<file path="src/rtl/regfile_bist_if.sv">
`default_nettype none
// +-----------------------------------------------------------------------------+
// | Module      : regfile_bist_if                                               |
// | Description : 2-read/1-write register file port bundle (BIST side = master) |
// | Revision    : 1.0                                                           |
// +-----------------------------------------------------------------------------+
interface regfile_bist_if #(
    parameter int AW = 5
);
    logic [AW-1:0] a1;
    logic [AW-1:0] a2;
    logic [AW-1:0] a3;
    logic [31:0]   wd;
    logic          we;
    logic [31:0]   r1;
    logic [31:0]   r2;

    modport master (output a1, a2, a3, wd, we, input r1, r2);
    modport slave  (input a1, a2, a3, wd, we, output r1, r2);
endinterface
`default_nettype wire

</file>
<file path="src/rtl/regfile_bist.sv">
`default_nettype none
// +-----------------------------------------------------------------------------+
// | Module      : regfile_bist                                                  |
// | Description : Register file BIST: write SEED+addr pattern, read back both   |
// |               ports, report pass / error count / first failing address.     |
// | Revision    : 1.0                                                           |
// +-----------------------------------------------------------------------------+
module regfile_bist #(
    parameter int          AW       = 5,
    parameter int          NREG     = 32,
    parameter logic [31:0] SEED     = 32'hA5A50000,
    parameter int          ZERO_REG = 1
) (
    input  wire logic          clk,
    input  wire logic          rst,
    input  wire logic          start,
    input  wire logic          abort,
    regfile_bist_if.master     rf,
    output logic               busy,
    output logic               done,
    output logic               pass,
    output logic [AW:0]        err_cnt,
    output logic [AW-1:0]      fail_addr
);

    localparam logic [1:0] S_IDLE  = 2'd0;
    localparam logic [1:0] S_WRITE = 2'd1;
    localparam logic [1:0] S_READ  = 2'd2;
    localparam logic [1:0] S_DONE  = 2'd3;

    localparam logic [AW-1:0] c_last_w = AW'(NREG - 1);
    localparam logic [AW-1:0] c_last_r = AW'(NREG - 2);

    logic [1:0]      r_state;
    logic [1:0]      w_next;
    logic [AW-1:0]   r_idx;
    logic [AW-1:0]   w_idx_p1;
    logic            w_f1;
    logic            w_f2;
    logic [AW+1:0]   w_err_sum;
    logic [AW:0]     w_err_next;

    // Read-back reference; the write pattern itself never substitutes zero.
    function automatic logic [31:0] f_expected(input logic [AW-1:0] addr);
        if (ZERO_REG != 0 && addr == '0)
            return 32'd0;
        return SEED + 32'(addr);
    endfunction

    assign w_idx_p1 = r_idx + AW'(1);

    // Port drive depends only on registered state and counter.
    assign rf.we = (r_state == S_WRITE);
    assign rf.a3 = (r_state == S_WRITE) ? r_idx : '0;
    assign rf.wd = (r_state == S_WRITE) ? (SEED + 32'(r_idx)) : 32'd0;
    assign rf.a1 = (r_state == S_READ) ? r_idx : '0;
    assign rf.a2 = (r_state == S_READ) ? w_idx_p1 : '0;
    assign busy  = (r_state == S_WRITE) || (r_state == S_READ);
    assign done  = (r_state == S_DONE);

    assign w_f1       = (rf.r1 != f_expected(r_idx));
    assign w_f2       = (rf.r2 != f_expected(w_idx_p1));
    assign w_err_sum  = {1'b0, err_cnt} + (AW+2)'(w_f1) + (AW+2)'(w_f2);
    assign w_err_next = w_err_sum[AW+1] ? '1 : w_err_sum[AW:0];

    always_ff @(posedge clk or posedge rst) begin
        if (rst)
            r_state <= S_IDLE;
        else
            r_state <= w_next;
    end

    always_comb begin
        w_next = r_state;
        case (r_state)
            S_IDLE: begin
                if (start && !abort)
                    w_next = S_WRITE;
            end
            S_WRITE: begin
                if (abort)
                    w_next = S_IDLE;
                else if (r_idx == c_last_w)
                    w_next = S_READ;
            end
            S_READ: begin
                if (abort)
                    w_next = S_IDLE;
                else if (r_idx == c_last_r)
                    w_next = S_DONE;
            end
            default: w_next = S_IDLE;
        endcase
    end

    // An aborted cycle contributes nothing, leaving the partial result frozen.
    always_ff @(posedge clk or posedge rst) begin
        if (rst) begin
            r_idx     <= '0;
            err_cnt   <= '0;
            fail_addr <= '0;
            pass      <= 1'b0;
        end else begin
            case (r_state)
                S_IDLE: begin
                    if (start && !abort) begin
                        r_idx     <= '0;
                        err_cnt   <= '0;
                        fail_addr <= '0;
                        pass      <= 1'b0;
                    end
                end
                S_WRITE: begin
                    if (!abort)
                        r_idx <= (r_idx == c_last_w) ? '0 : w_idx_p1;
                end
                S_READ: begin
                    if (!abort) begin
                        r_idx <= r_idx + AW'(2);
                        if (w_f1 || w_f2) begin
                            err_cnt <= w_err_next;
                            if (err_cnt == '0)
                                fail_addr <= w_f1 ? r_idx : w_idx_p1;
                        end
                    end
                end
                default: begin
                    pass <= (err_cnt == '0);
                end
            endcase
        end
    end

endmodule
`default_nettype wire

</file>
<file path="src/flat_wrapper.sv">
// flat-port wrapper written by rule: the top's interface ports become plain ports
module regfile_bist_flat 
#(
    parameter int          AW       = 5,
    parameter int          NREG     = 32,
    parameter logic [31:0] SEED     = 32'hA5A50000,
    parameter int          ZERO_REG = 1
)
  (clk, rst, start, abort, busy, done, pass, err_cnt, fail_addr, rf_a1, rf_a2, rf_a3, rf_wd, rf_we, rf_r1, rf_r2);
  regfile_bist_if #(.AW(AW)) rf_i ();
  input  wire logic clk;
  input  wire logic rst;
  input  wire logic start;
  input  wire logic abort;
  output logic busy;
  output logic done;
  output logic pass;
  output logic [AW:0] err_cnt;
  output logic [AW-1:0] fail_addr;
  output wire logic [$bits(rf_i.a1)-1:0] rf_a1;
  output wire logic [$bits(rf_i.a2)-1:0] rf_a2;
  output wire logic [$bits(rf_i.a3)-1:0] rf_a3;
  output wire logic [$bits(rf_i.wd)-1:0] rf_wd;
  output wire logic [$bits(rf_i.we)-1:0] rf_we;
  input wire logic [$bits(rf_i.r1)-1:0] rf_r1;
  input wire logic [$bits(rf_i.r2)-1:0] rf_r2;
  assign rf_a1 = rf_i.a1;
  assign rf_a2 = rf_i.a2;
  assign rf_a3 = rf_i.a3;
  assign rf_wd = rf_i.wd;
  assign rf_we = rf_i.we;
  assign rf_i.r1 = rf_r1;
  assign rf_i.r2 = rf_r2;
  regfile_bist #(.AW(AW), .NREG(NREG), .SEED(SEED), .ZERO_REG(ZERO_REG)) u_core (.clk(clk), .rst(rst), .start(start), .abort(abort), .rf(rf_i), .busy(busy), .done(done), .pass(pass), .err_cnt(err_cnt), .fail_addr(fail_addr));
endmodule
</file>
<file path="config.mk">
export PLATFORM = sky130hd
export DESIGN_NAME = regfile_bist_flat
export DESIGN_NICKNAME = d
export VERILOG_FILES = /design/src/rtl/regfile_bist_if.sv /design/src/rtl/regfile_bist.sv /design/src/flat_wrapper.sv
export SDC_FILE = /design/constraint.sdc
export NUM_CORES = 1
export LEC_CHECK = 0
export ABC_AREA = 1
export CAP_MARGIN = 20
export CORE_ASPECT_RATIO = 0.75
export CORE_MARGIN = 3
export CORE_UTILIZATION = 41
export CTS_BUF_LIST = sky130_fd_sc_hd__clkbuf_8
export DETAILED_ROUTE_END_ITERATION = 8
export GPL_TIMING_DRIVEN = 0
export HOLD_SLACK_MARGIN = 0.15
export PLACE_DENSITY = 0.93
export SETUP_SLACK_MARGIN = 0.4
export SLEW_MARGIN = 20
export SYNTH_ARGS = -nofsm -noshare
export SYNTH_HDL_FRONTEND = slang
export SYNTH_SLANG_ARGS = --single-unit
</file>
<file path="constraint.sdc">
create_clock -name clk -period 8 [get_ports clk]
set_input_delay 1.6 -clock clk [delete_from_list [all_inputs] [get_ports clk]]
set_output_delay 1.6 -clock clk [all_outputs]
set_load 0.05 [all_outputs]
</file>
### Word-level counts from Yosys, hierarchy flattened

Cells that the tools add are included.

| word-level totals | value |
|---|---|
| flip-flop bits (word level) | 19 |
| input port bits | 68 |
| output and inout bits | 62 |
| word-level logic and storage cells | 75 |

| cells by class | value |
|---|---|
| add/subtract/negate cells | 6 |
| equal/unequal tests | 14 |
| multiplexer cells | 33 |
| bitwise logic cells | 1 |
| reductions and logical operators | 16 |

Operators with widths:

| kind | count |
|---|---|
| $mux W32 | 5 |
| $add A32 B5 Y32 const A | 2 |
| $ne A32 B32 Y1 | 2 |
| $mux W5 | 11 |
| $mux W6 | 4 |
| $pmux W5 S3 | 1 |
| $pmux W6 S2 | 1 |
| $eq A5 B5 Y1 const B | 2 |
| $logic_not A5 Y1 | 2 |
| $mux W2 | 5 |
| $pmux W5 S2 | 1 |
| $ne A2 B2 Y1 const B | 4 |
| $reduce_and A4 Y1 | 2 |
| $add A6 B1 Y7 | 1 |
| $add A7 B1 Y7 | 1 |
| $logic_not A6 Y1 | 1 |
| $pmux W2 S3 | 1 |
| $add A5 B1 Y5 const B | 1 |
| $add A5 B2 Y5 const B | 1 |
| $reduce_and A5 Y1 | 1 |
| $eq A2 B2 Y1 const B | 2 |
| $mux W1 | 3 |
| $ne A3 B2 Y1 const B | 1 |
| $ne A3 B3 Y1 const B | 1 |
| other kinds (13) | 14 |

### Longest topological paths before layout

Gate-level depths: netlist of the first run.

| logic depth | value |
|---|---|
| word-level depth | 10 |
| mapped depth | 22 |
| gate-level depth less buffers | 22 |

### Worst setup path before layout of the first run

OpenSTA, ideal clock, no wires.

| timing | value |
|---|---|
| path kind | register to output |
| from | reg u_core.r_state[1] |
| to | out rf_wd[1] |
| arrival time | 2.067 ns |
| required time | 6.400 ns |
| slack | 4.333 ns |
| cell stages (with the launch flop) | 7 |
| path buffers | 2 |
| cells stage by stage | dfrtp_1 inv_1 ha_1 clkbuf_1 nand2_1 inv_1 buf_4 |

| on the way | value |
|---|---|
| cells in the longest elaborated chain, start to end | 2 |

Ends and longest elaborated chain:

| item | RTL line | text |
|---|---|---|
| start, declared | regfile_bist.sv:34 | `logic [1:0] r_state;` |
| start signal, assigned | regfile_bist.sv:70 | `r_state <= w_next;` |
| $eq A2 B1 Y1 | n/a |  |
| net rf_we | flat_wrapper.sv:24 | `output wire logic [$bits(rf_i.we)-1:0] rf_we;` |
| $mux W32 | regfile_bist.sv:55 | `assign rf.wd = (r_state == S_WRITE) ? (SEED + 32'(r_idx)) : 32'd0;` |
| end, declared | flat_wrapper.sv:23 | `output wire logic [$bits(rf_i.wd)-1:0] rf_wd;` |

The timed path passes the listed nets, and every way through them passes these cells.

### Worst setup path in the final report of the first run

| timing | value |
|---|---|
| from | reg u_core.r_state[1] |
| to | out rf_wd[1] |

| on the way | value |
|---|---|
| cells in the longest elaborated chain, start to end | 2 |

Ends and longest elaborated chain:

| item | RTL line |
|---|---|
| $eq A2 B1 Y1 | regfile_bist.sv:55 |
| $mux W32 | regfile_bist.sv:55 |

No other way between the ends.

==> flow_metrics.tcl, run 1 <==
set metrics [dict create \
    status "finished, final reports clean" \
    worstHoldPathType "register to register" \
    cts.clk_slew.worst_paths_ns 0.08 \
    maximum_number_of_pins_on_one_net_before_global_route_repair 20 \
    ctsLongestPathBuffers 2 \
    reg2reg_depth 22 \
    drive_gt1_share_pct 11.9 \
    grt_antenna_before_repair 0 \
    max_cap_viol_count 0 \
    cts-resized-gates 0 \
    finalCoreUtilization_pct 69.6 \
    crit_path_end_kind "output port" \
    internal-power_w 0.000403 \
    tritoncts "yes" \
    top_level_ports 130 \
    timing.final.hold_violations 0 \
    syn-mean-instance-area_sq_um 6.13 \
    cts_buffers 3 \
    post_cts_repair_setup_buffers 0 \
    detailedPlace.worstSlack_ns 3.82 \
    routedWlPerCell_microns 11.6 \
    worst_pin_slew_ns 0.813 \
    total_number_of_vias 2653 \
    std_cell_rows 22 \
    critical_path_class "register to output port" \
    setup.reg_to_reg.worst_slack_ns 4.79 \
    detail_route.wirelength_mm 6.62 \
    vias_per_cell 4.66 \
    synth_warnings 0 \
    power.leakage_nw 1.76 \
    clkSinkCount 19 \
    whs_endpoint "u_core.fail_addr[1]$_DFFE_PP0P_" \
    sequential_power_share_pct 14.4 \
    fin_setup_tns_ns 0 \
    ant_nets 0 \
    globalplace.congestion 0.899 \
    crit_required_ns 6.40 \
    num-nets-final 578 \
    arrival_ns 2.57 \
    synth_cells 365 \
    worstPathMaxFanout 10 \
    drv_slew 0 \
    sw_power_w 0.000531 \
    irDropWorstVdd_uv 143 \
    h-tree-depth 1 \
    layout.cells.most_common_list "110 x sky130_fd_sc_hd__clkdlybuf4s50_1, 105 x sky130_fd_sc_hd__nand2_1, 50 x sky130_fd_sc_hd__nor2_1, 46 x sky130_fd_sc_hd__inv_1, 34 x sky130_fd_sc_hd__buf_4" \
    area_delta_synth_final_pct 58.3 \
    route.detailed.drc 0 \
    r2r_end "u_core.err_cnt[4]$_DFFE_PP0P_" \
    synth-seq-cells 19 \
    postLayoutSetupSlackWorst_ns 3.83 \
    synth.lib_cells_used.distinct 35 \
    clk_latency_ns 0.27 \
    final_min_period_over_clock_period_pct 52.1 \
    first_global_vias 2533 \
    leading_cell_type_in_the_layout_fill_and_taps_excluded "sky130_fd_sc_hd__clkdlybuf4s50_1" \
    period_needed_ns 4.17 \
    place.port_buffers 110 \
    grt_overflow_total 0 \
    initial_utilization_pct 44.0 \
    setup_viol_count_final 0 \
    sw_frac_of_total_pct 56.9 \
    dpl.hpwl_mm 5.63 \
    design.core.area_sq_um 5090 \
    ys_seq_area_share_pct 21.2 \
    max_freq_mhz 240 \
    die_h_microns 70.0 \
    timing.max_slew.rel_slack_pct 45.8 \
    floorplan.die.width_microns 91.3 \
    cts_hold_repair.buffers 0 \
    critical_path_startpoint_category "register" \
    comb_power_share_pct 78.0 \
    n_antenna_cell 0 \
    grt_first_pass_wirelength_mm 11.1 \
    power_per_cell_area_nw_per_um2 264 \
    fp.dieArea_sq_um 6390 \
    rr_startpoint "u_core.r_idx[1]$_DFFE_PP0P_" \
    clkPwrFrac_pct 7.6 \
    dr.pass1.iters 5 \
    number_of_drc_violations_after_detailed_routing_iteration_0 168 \
    timing.clock.skew_ns 0.00486 \
    rsz_0062_raised_after_global_routing "no" \
    hold-path-cell-count 2 \
    gr-usage-all-layers_pct 20.5 \
    holdCritStartpoint "u_core.fail_addr[1]$_DFFE_PP0P_" \
    synth_area_sq_um 2240 \
    buffer_cell_driving_the_clock_tree_root "sky130_fd_sc_hd__clkbuf_8" \
]
power by group through the flow:
stage / Combinational, W / Clock (W) / Sequential, W
2_1_floorplan: 0.000493 / 0 / 0.000159
3_3_place_gp: 0.000707 / 0 / 0.000134
3_5_place_dp: 0.000724 / 0 / 0.000136
4_1_cts: 0.000726 / 0.0000722 / 0.000134
5_1_grt: 0.000783 / 0.0000745 / 0.000137
6_report: 0.000729 / 0.0000712 / 0.000134
cell usage after synthesis:
cell                         n  area (sq um)
sky130_fd_sc_hd__nand4_1     3          18.8
sky130_fd_sc_hd__o21ai_0     9          45.0
sky130_fd_sc_hd__o21ai_1     1          5.00
sky130_fd_sc_hd__clkbuf_1    4          15.0
sky130_fd_sc_hd__o31ai_1     3          22.5
sky130_fd_sc_hd__nor2_2      3          18.8
sky130_fd_sc_hd__fa_1        1          20.0
sky130_fd_sc_hd__nand2_1   105           394
sky130_fd_sc_hd__xnor2_1     1          8.76
sky130_fd_sc_hd__nor4_1      1          6.26
sky130_fd_sc_hd__a21oi_1    11          55.1
sky130_fd_sc_hd__dfrtp_1    19           475
sky130_fd_sc_hd__o311ai_0    1          8.76
sky130_fd_sc_hd__a211oi_1    1          7.51
sky130_fd_sc_hd__buf_6       1          11.3
sky130_fd_sc_hd__conb_1      1          3.75
sky130_fd_sc_hd__a22oi_1     1          7.51
sky130_fd_sc_hd__nand2_2     4          25.0
sky130_fd_sc_hd__nor2_1     50           188
sky130_fd_sc_hd__buf_4      34           255
sky130_fd_sc_hd__xor2_1      2          17.5
sky130_fd_sc_hd__nor3_1      4          20.0
sky130_fd_sc_hd__inv_2       4          15.0
sky130_fd_sc_hd__nand2_4     4          45.0
sky130_fd_sc_hd__a31oi_1     3          18.8
sky130_fd_sc_hd__buf_2       1          5.00
sky130_fd_sc_hd__ha_1       11           138
sky130_fd_sc_hd__nand3_1    25           125
sky130_fd_sc_hd__and2_0      2          12.5
sky130_fd_sc_hd__o211ai_1    1          7.51
sky130_fd_sc_hd__nand3b_1    2          15.0
sky130_fd_sc_hd__o22ai_1     2          12.5
sky130_fd_sc_hd__nor2_4      2          22.5
sky130_fd_sc_hd__inv_1      46           173
sky130_fd_sc_hd__nand3_2     2          20.0
per-stage QoR:
step / std cells / power [W] / instance area, sq um / hold WS, ns
final: 569 / 0.000934 / 3540 / 0.483
after detailed placement: 565 / 0.000860 / 3500 / 0.462
after CTS: 569 / 0.000932 / 3540 / 0.482
after global routing: 569 / 0.000995 / 3540 / 0.502
after floorplan: 383 / 0.000653 / 2310 / 0.525
after global placement: 565 / 0.000842 / 3500 / 0.463
how the worst max path moves through the flow:
stage                                  startpoint                       endpoint  slack, ns  cells past startpoint
floorplan           u_core.r_state[1]$_DFFE_PP0P_                       rf_wd[1]       4.33                      6
global placement                         rf_r1[3]  u_core.err_cnt[4]$_DFFE_PP0P_       3.86                     19
detailed placement                       rf_r1[3]  u_core.err_cnt[4]$_DFFE_PP0P_       3.82                     19
CTS                 u_core.r_state[1]$_DFFE_PP0P_                       rf_wd[1]       3.82                      7
global route        u_core.r_state[1]$_DFFE_PP0P_                       rf_wd[1]       3.65                      7
finish              u_core.r_state[1]$_DFFE_PP0P_                       rf_wd[1]       3.83                      7
metal layers:
metal  track usage (%)  routed length (microns)  vias to the layer above
li1                  -                        -                     1353
met5                 0                        0                        -
met3              6.14                      747                        6
met4              3.18                       49                        0
met1              23.6                     2570                     1148
met2              38.1                     3250                      146
state kept, by name (all words and copies together) (netlist names):
| register | cells |
|---|---|
| u_core.r_state | 2 |
| u_core.err_cnt | 6 |
| u_core.r_idx | 5 |
| u_core.fail_addr | 5 |
| u_core.pass | 1 |
cell type report:
class	count	area [sq um]
Fill cell	425	1550
Multi-Input combinational cell	274	1360
Timing Repair Buffer	110	1100
Sequential cell	19	475
Buffer	40	287
Inverter	50	188
Tap cell	72	90.1
Clock buffer	3	41.3
Clock inverter	1	5.00
cell families after synthesis:
family,share of synthesized area (%)
AND/OR/NAND/NOR,40.7
buffers and inverters,21.2
AO/OA/AOI/OAI,8.50
flip-flops,21.2
adder cells (fa/ha/maj),7.04
XOR/XNOR,1.17
other,0.168
critical path, stage by stage, from the launching register on:
cell	delay [ns]
sky130_fd_sc_hd__dfrtp_1	0.43
sky130_fd_sc_hd__inv_1	0.10
sky130_fd_sc_hd__ha_1	0.33
sky130_fd_sc_hd__clkbuf_1	0.36
sky130_fd_sc_hd__nand2_1	0.10
sky130_fd_sc_hd__inv_1	0.08
sky130_fd_sc_hd__buf_4	0.10
sky130_fd_sc_hd__clkdlybuf4s50_1	0.79
Power figures use the tool's default switching activity.
==> run 2, diff against run 1 <==
CORE_UTILIZATION = 40   (was 41)
PLACE_DENSITY = 0.91   (was 0.93)
clock period = 4.25 ns   (was 8 ns; I/O delays follow)
==> flow_metrics.tcl, run 2 (synthesis results as in run 1) <==
set metrics [dict create \
    buffer_cell_driving_the_clock_tree_root "sky130_fd_sc_hd__clkbuf_8" \
    timing.clock.skew_ns 0.00651 \
    num-nets-final 578 \
    place_inst 565 \
    number_of_drc_violations_after_detailed_routing_iteration_0 142 \
    floorplan.die.width_microns 92.4 \
    leading_cell_type_in_the_layout_fill_and_taps_excluded "sky130_fd_sc_hd__clkdlybuf4s50_1" \
    max_flop_register "u_core.err_cnt" \
    grt_antenna_before_repair 0 \
    initial_utilization_pct 43.5 \
    period_needed_ns 3.42 \
    cts-resized-gates 0 \
    r2r_end "u_core.err_cnt[4]$_DFFE_PP0P_" \
    power.leakage_nw 1.76 \
    max_cap_viol_count 0 \
    cts_buffers 3 \
    drv_slew 0 \
    reg_top3 "u_core.err_cnt: 6 flops, u_core.fail_addr: 5 flops, u_core.r_idx: 5 flops" \
    timing.final.hold_violations 0 \
    layout.cells.most_common_list "110 x sky130_fd_sc_hd__clkdlybuf4s50_1, 105 x sky130_fd_sc_hd__nand2_1, 50 x sky130_fd_sc_hd__nor2_1, 47 x sky130_fd_sc_hd__inv_1, 34 x sky130_fd_sc_hd__buf_4" \
    h-tree-depth 1 \
    n_antenna_cell 0 \
    setup_viol_count_final 0 \
    cts_hold_repair.buffers 0 \
    detailedPlace.worstSlack_ns 0.793 \
    rr_startpoint "u_core.r_idx[1]$_DFFE_PP0P_" \
    grt_overflow_total 0 \
    crit_top_cell "sky130_fd_sc_hd__inv_1" \
    ant_nets 0 \
    drive_gt1_share_pct 11.7 \
    postLayoutSetupSlackWorst_ns 0.828 \
    die_h_microns 70.8 \
    crit_path_end_kind "output port" \
    maximum_number_of_pins_on_one_net_before_global_route_repair 20 \
    clkSinkCount 19 \
    area_delta_synth_final_pct 58.2 \
    std_cell_rows 22 \
    hold-path-cell-count 2 \
    vias_per_cell 4.68 \
    post_route_cell_area_sq_um 3540 \
    place.port_buffers 110 \
    status "finished, final reports clean" \
    post_dp_cell_area_sq_um 3500 \
    irDropWorstVdd_uv 245 \
    final_min_period_over_clock_period_pct 80.5 \
    cts.clk_slew.worst_paths_ns 0.07 \
    dr.pass1.iters 4 \
    gr-usage-all-layers_pct 20.5 \
    tritoncts "yes" \
    total_number_of_vias 2661 \
    grt_first_pass_wirelength_mm 11.2 \
    critical_path_class "register to output port" \
    arrival_ns 2.57 \
    timing.max_slew.rel_slack_pct 46.8 \
    worstPathMaxFanout 10 \
    worstHoldPathType "register to register" \
    post_cts_repair_setup_buffers 0 \
    largest_reg_flops 6 \
    whs_endpoint "u_core.fail_addr[0]$_DFFE_PP0P_" \
    crit_required_ns 3.40 \
    fin_setup_tns_ns 0 \
    path_cells "inv_1 -> ha_1 -> clkbuf_1 -> nand2_1 -> inv_1 -> buf_4 -> clkdlybuf4s50_1" \
    globalplace.congestion 0.911 \
    power_per_cell_area_nw_per_um2 496 \
    worst_pin_slew_ns 0.798 \
    final-instance-count-excl-fill 569 \
    fp.dieArea_sq_um 6540 \
    crit_slowest_cell "sky130_fd_sc_hd__clkdlybuf4s50_1" \
    first_global_vias 2514 \
    critical_path_startpoint_category "register" \
    routedWlPerCell_microns 11.8 \
    max_freq_mhz 292 \
    top_level_ports 130 \
    ctsLongestPathBuffers 2 \
    reg2reg_depth 22 \
    dpl.hpwl_mm 5.72 \
    detail_route.wirelength_mm 6.73 \
    design.core.area_sq_um 5150 \
    setup.reg_to_reg.worst_slack_ns 1.01 \
    crit_path_max_incr_delay_ns 0.79 \
    clk_latency_ns 0.26 \
    rsz_0062_raised_after_global_routing "no" \
    holdCritStartpoint "u_core.fail_addr[0]$_DFFE_PP0P_" \
    route.detailed.drc 0 \
]
==> run 2: changes by cell type in the layout (fill, tap and decap cells not counted), sizes merged <==
| cell | previous run | this run |
|---|---|---|
| clkinv | 1 | 0 |
| inv | 50 | 51 |
==> run 2: where the power goes <==
| group | leakage (nW) | switching, W | internal, W |
|---|---|---|---|
| sequential | 0.258 | 0.0000338 | 0.000217 |
| combinational | 1.48 | 0.000904 | 0.000475 |
| clock | 0.0269 | 0.0000638 | 0.0000644 |
==> run 2: critical path, delay by kind of cell (launching register included) <==
| family | cells | cell delay, ns |
|---|---|---|
| adders and majority gates | 1 | 0.34 |
| DFF | 1 | 0.43 |
| buffers and inverters | 5 | 1.45 |
| and+or+nand+nor | 1 | 0.09 |
==> run 2: routing by layer <==
metal / up-vias / global-route usage (%) / share of wire [%]
li1: 1356 / - / -
met1: 1160 / 25.1 / 40
met3: 11 / 5.63 / 11
met4: 0 / 4.12 / 1.2
met5: - / 0 / 0
met2: 134 / 36.0 / 48
==> run 2: area by class of cell <==
| class | instances | area [sq um] |
|---|---|---|
| inverters | 50 | 188 |
| multi-input cells | 274 | 1360 |
| clock buffers | 3 | 41.3 |
| clock inverters | 1 | 3.75 |
| fillers | 450 | 1610 |
| repair buffers | 110 | 1100 |
| flip-flops and latches | 19 | 475 |
| well taps | 72 | 90.1 |
| plain buffers | 40 | 287 |
==> run 2: how the worst max path moves through the flow <==
| stage | start | endpoint | slack (ns) | depth (start not counted) |
|---|---|---|---|---|
| finish | u_core.r_state[1]$_DFFE_PP0P_ | rf_wd[1] | 0.83 | 7 |
| global route | u_core.r_state[1]$_DFFE_PP0P_ | rf_wd[1] | 0.65 | 7 |
| CTS | u_core.r_state[1]$_DFFE_PP0P_ | rf_wd[1] | 0.81 | 7 |
| detailed placement | rf_r1[4] | u_core.err_cnt[4]$_DFFE_PP0P_ | 0.79 | 19 |
| global placement | rf_r1[4] | u_core.err_cnt[4]$_DFFE_PP0P_ | 0.86 | 19 |
| floorplan | u_core.r_state[1]$_DFFE_PP0P_ | rf_wd[1] | 1.33 | 6 |
==> run 2: metrics by stage <==
stage	power, W	utilization (%)	hold WS, ns
final	0.00176	68.8	0.481
after global routing	0.00187	68.8	0.498
after CTS	0.00175	68.8	0.486
after detailed placement	0.00162	67.9	0.466
after global placement	0.00159	67.9	0.464
after floorplan	0.00123	-	0.525
